$ cat src/rtl/icache_refill_unit.sv
// I-cache line refill engine: fetches eight 32-bit words over a single-outstanding
// memory port and writes the line to the fetch cache port. Define ICACHE_REFILL_CWF_EN for critical-word-first.
`ifndef VLEN
`define VLEN 32
`endif
`ifndef XLEN
`define XLEN 32
`endif

module icache_refill_unit (
    input  logic                 clock,
    input  logic                 reset_n,
    input  logic                 req_valid,
    output logic                 req_ready,
    input  logic [`VLEN-1:2]     req_vaddr,
    input  logic [`XLEN-1:2]     req_paddr,
    input  logic                 abort,
    input  logic                 stall,
    output logic                 mem_req_valid,
    input  logic                 mem_req_ready,
    output logic [`XLEN-1:2]     mem_req_addr,
    input  logic                 mem_resp_valid,
    input  logic [31:0]          mem_resp_data,
    input  logic                 mem_resp_error,
    output logic [`VLEN-1:5]     cache_port_addr,
    output logic [7:0][31:0]     cache_port_data,
    output logic                 cache_port_set,
    output logic                 done,
    output logic                 fault
);

    typedef enum logic [2:0] {
        S_IDLE,
        S_ISSUE,
        S_WAIT,
        S_WRITE,
        S_FAULT,
        S_DRAIN
    } state_t;

    state_t              r_state;
    logic [`VLEN-1:5]    r_line_vaddr;
    logic [`XLEN-1:5]    r_line_paddr;
    logic [2:0]          r_word_idx;
    logic [3:0]          r_beat_cnt;
    logic [7:0][31:0]    r_line_data;
    logic                r_req_ready;
    logic                r_mem_req_valid;
    logic                r_in_write;
    logic                r_in_fault;
    logic [2:0]          w_start_word;
    logic                w_unused;

`ifdef ICACHE_REFILL_CWF_EN
    assign w_start_word = req_paddr[4:2];
    assign w_unused     = ^req_vaddr[4:2];
`else
    assign w_start_word = 3'd0;
    assign w_unused     = ^{req_vaddr[4:2], req_paddr[4:2]};
`endif

    // NOTE: all state below uses non-blocking assignments so every register samples pre-edge values.
    always_ff @(posedge clock) begin
        if (!reset_n) begin
            r_state         <= S_IDLE;
            r_line_vaddr    <= '0;
            r_line_paddr    <= '0;
            r_word_idx      <= '0;
            r_beat_cnt      <= '0;
            // NOTE: the line buffer is cleared on reset because it is visible on cache_port_data.
            r_line_data     <= '0;
            r_req_ready     <= 1'b1;
            r_mem_req_valid <= 1'b0;
            r_in_write      <= 1'b0;
            r_in_fault      <= 1'b0;
        end else begin
            case (r_state)
                S_IDLE: begin
                    if (req_valid && !abort) begin
                        r_line_vaddr    <= req_vaddr[`VLEN-1:5];
                        r_line_paddr    <= req_paddr[`XLEN-1:5];
                        r_word_idx      <= w_start_word;
                        r_beat_cnt      <= '0;
                        r_state         <= S_ISSUE;
                        r_req_ready     <= 1'b0;
                        r_mem_req_valid <= 1'b1;
                    end
                end
                S_ISSUE: begin
                    // An accepted request always owes us a response, even when aborted.
                    if (abort) begin
                        r_mem_req_valid <= 1'b0;
                        if (mem_req_ready) begin
                            r_state <= S_DRAIN;
                        end else begin
                            r_state     <= S_IDLE;
                            r_req_ready <= 1'b1;
                        end
                    end else if (mem_req_ready) begin
                        r_state         <= S_WAIT;
                        r_mem_req_valid <= 1'b0;
                    end
                end
                S_WAIT: begin
                    if (abort) begin
                        if (mem_resp_valid) begin
                            r_state     <= S_IDLE;
                            r_req_ready <= 1'b1;
                        end else begin
                            r_state <= S_DRAIN;
                        end
                    end else if (mem_resp_valid) begin
                        if (mem_resp_error) begin
                            r_state    <= S_FAULT;
                            r_in_fault <= 1'b1;
                        end else begin
                            r_line_data[r_word_idx] <= mem_resp_data;
                            r_word_idx              <= r_word_idx + 3'd1;
                            r_beat_cnt              <= r_beat_cnt + 4'd1;
                            if (r_beat_cnt == 4'd7) begin
                                r_state    <= S_WRITE;
                                r_in_write <= 1'b1;
                            end else begin
                                r_state         <= S_ISSUE;
                                r_mem_req_valid <= 1'b1;
                            end
                        end
                    end
                end
                S_WRITE: begin
                    if (abort || !stall) begin
                        r_state     <= S_IDLE;
                        r_in_write  <= 1'b0;
                        r_req_ready <= 1'b1;
                    end
                end
                S_FAULT: begin
                    r_state     <= S_IDLE;
                    r_in_fault  <= 1'b0;
                    r_req_ready <= 1'b1;
                end
                S_DRAIN: begin
                    if (mem_resp_valid) begin
                        r_state     <= S_IDLE;
                        r_req_ready <= 1'b1;
                    end
                end
                default: begin
                    r_state         <= S_IDLE;
                    r_req_ready     <= 1'b1;
                    r_mem_req_valid <= 1'b0;
                    r_in_write      <= 1'b0;
                    r_in_fault      <= 1'b0;
                end
            endcase
        end
    end

    assign req_ready       = r_req_ready;
    assign mem_req_valid   = r_mem_req_valid;
    assign mem_req_addr    = {r_line_paddr, r_word_idx};
    assign cache_port_addr = r_line_vaddr;
    assign cache_port_data = r_line_data;

    // Abort must suppress the write and completion in the same cycle it is raised.
    assign cache_port_set  = r_in_write & ~abort;
    assign done            = (r_in_write & ~stall & ~abort) | (r_in_fault & ~abort);
    assign fault           = r_in_fault & ~abort;

endmodule

$ cat config.mk
export PLATFORM = sky130hd
export DESIGN_NAME = icache_refill_unit
export DESIGN_NICKNAME = d
export VERILOG_FILES = /design/src/rtl/icache_refill_unit.sv
export SDC_FILE = /design/constraint.sdc
export NUM_CORES = 1
export LEC_CHECK = 0
export CAP_MARGIN = 20
export CORE_MARGIN = 5
export CORE_UTILIZATION = 23
export DETAILED_ROUTE_END_ITERATION = 16
export DONT_BUFFER_PORTS = 1
export PLACE_DENSITY = 0.35
export SLEW_MARGIN = 20
export SYNTH_ARGS = -nofsm -noshare
export SYNTH_HDL_FRONTEND = slang
export SYNTH_SLANG_ARGS = --single-unit
$ cat constraint.sdc
create_clock -name clock -period 6.5 [get_ports clock]
set_input_delay 0.975 -clock clock [delete_from_list [all_inputs] [get_ports clock]]
set_output_delay 0.975 -clock clock [all_outputs]
set_load 0.01 [all_outputs]
==> out/metrics.yaml <==
outcome:
  status: "finished clean"
synth:
  synthesis.area_um2: 11760
  synth_top_area_cell: "dfxtp_1"
  synth_fa_ha_area_share_pct: 0.2128
  synthMuxAreaShare_pct: 0.08511
  yosys.area_share.simple_pct: 23.54
  ys_types: 45
  synth_area_per_cell_um2: 7.763
  synth_compound_area_share_pct: 15.01
  synthArstFlopShare_pct: 0
  synthCells: 1515
  ys_seq_area_share_pct: 55.15
  synthTopCellsByArea: "dfxtp_1 (55%), nand2_1 (20%), a21oi_1 (14%), buf_2 (2.5%), clkbuf_1 (2.4%)"
  yosysWarningCount: 0
  synth_top_area_share_pct: 55.15
  synth_top_family_by_area: "simple AND/OR/NAND/NOR gates"
  synth_ff_type: "dfxtp_1"
  syn_nets: 1617
  synth_xor_area_share_pct: 0.07447
  synth_edf_count: 0
  ys_seq_elements: 324
critical_path:
  cp-startpoint: "r_state[1]"
  end_kind: "flop"
  timing.critical_path.cells: "or4b_1, nor2_1, nand4_1, buf_4, nand2_1, a21oi_1"
  critical_path.top_delay_family: "simple AND/OR/NAND/NOR gates"
  crit_type: "reg2reg"
  cp.required_ns: 6.87
  arrival_ns: 3.82
  reg2reg_from: "r_state[1]"
  cpPeakStageDelay_ns: 0.76
  critical-path-slowest-cell: "nand4_1"
  crit_buf_inv: 1
  critPathMaxFanout: 21
  crit_path_start_kind: "flop"
clocking:
  path_clk_slew_ns: 0.06
  cts-root-buf: "clkbuf_16"
  clock_path_buffers: 3
  clock-sinks: 324
  cts_tree: "built"
  post_cts_resized: 0
  htree_levels: 2
  numCtsBuffers: 39
  hold_buffers: 0
  clock_latency_ns: 0.55
  postCtsSetupRepairBufs: 0
detailed_routing:
  route.detailed.drc: 0
  drt-vias-per-instance: 4.545
  vias: 9639
  drt.antenna.violating_nets: 0
  wl_um: 46620
  drtIter0Drc: 542
  drtPass1Iterations: 6
  wire_per_inst_um: 21.98
floorplanning:
  ios: 418
  rows: 82
  core_um2: 50380
  die_w_um: 236.1
  start_util_pct: 23.35
  die_y_um: 236.1
  die-area_um2: 55760
timing:
  fin_tns_setup_ns: 0
  skew_ns: 0.01524
  setup_viol: 0
  slew_viol_final: 0
  final_hold_viol_count: 0
  rsz0062_at_grt: "no"
  fmax_ghz: 0.2901
  slew_headroom_pct: 31.86
  whs_ns: 0.4430
  setup_ws_ns: 3.053
  period_needed_ns: 3.447
  worst_pin_slew_ns: 1.022
  min_period_over_period_pct: 53.03
pwr:
  ir_drop_uv: 168.5
  powerDensity_nw_per_um2: 348.1
  leakagePower_uw: 0.004209
global_routing:
  grt_first_pass_wirelength_um: 66960
  grt.total_usage_pct: 15.76
  grt_pass1_vias: 9246
  grt-ovfl-total: 0
  grt_max_degree: 163
  grt_antenna_before_repair: 0
layout:
  multi_input_area_um2: 4642
  final_cell_mix: "nand2_1 (625), dfxtp_1 (324), a21oi_1 (318)"
  instances_no_fill: 2121
  fill_cells: 5449
  n_antenna_cell: 0
  regArea_um2: 6486
  fin_nets: 1523
  area_growth_pct: 13.88
  drive_gt1_share_pct: 6.418
  final_common_cell: "nand2_1"
place:
  post-dp-hpwl_um: 30170
  place_congestion: 0.7326
  io_buffers: 0
  pre_cts_slack_ns: 2.760
  post-place-cells: 2052
worst_hold_path:
  hp-start: "r_beat_cnt[3]"
  worstHoldPathType: "reg2reg"
run:
  maxCapViolCount: 0
per-layer routing:
layer / up-vias / routed length (um) / GRT usage [%]
li1: 4702 / - / -
met3: 64 / 4604 / 6.413
met1: 4548 / 19150 / 19.03
met5: - / 0 / 0
met2: 325 / 21920 / 26.24
met4: 0 / 940 / 4.006
state kept, by name (all words and copies together), names as in the netlist:
signal and cells:
r_state 3, cache_port_data 256, r_line_paddr 27, r_in_fault 1, req_ready 1, r_word_idx 3, r_beat_cnt 4, mem_req_valid 1
cache_port_addr 27, r_in_write 1
final timing paths:
kind | cells past startpoint | endpoint | slack (ns)
max | 6 | cache_port_data[64] | 3.05
max reg2reg | 6 | cache_port_data[64] | 3.05
min reg2reg | 1 | r_beat_cnt[3] | 0.44
min | 1 | r_beat_cnt[3] | 0.44
where the power goes:
part | switching, uW | internal (uW)
registers | 94.6 | 2050
logic | 194 | 90.5
clock network | 879 | 1360
total | 1170 | 3490
cells by family after synthesis:
group / after synthesis
flops: 324
simple gates: 694
mux: 1
buf+inv: 151
xor+xnor: 1
fa+ha+maj: 2
compound gates: 342
synth_stat cells, drive strengths merged (4+ instances only):
cell type and instances:
nor3 5, nand2 625, clkbuf 74, a211oi 4
nand2b 7, a21oi 318, nand3b 4, nor2b 5
dfxtp 324, nor2 17, a31oi 4, o21ai 5
nand3 7, inv 6, buf 70
cell type report:
type,instances,share of cell area [%]
clock buffers,60,9.313
clock inverters,9,0.5698
inverters,7,0.2522
multi-input cells,1040,34.66
flip-flops and latches,324,48.43
well taps,672,6.277
repair buffers,9,0.5044
through the flow:
step / total power (uW) / util (%) / instance area [um2]
after floorplan: 2413 / - / 11760
after global placement: 2467 / 23.95 / 12060
after detailed placement: 2475 / 23.96 / 12070
after CTS: 4758 / 26.59 / 13390
after global routing: 4869 / 26.59 / 13390
final: 4662 / 26.59 / 13390
Note: power is estimated with default switching activity, not from simulation.
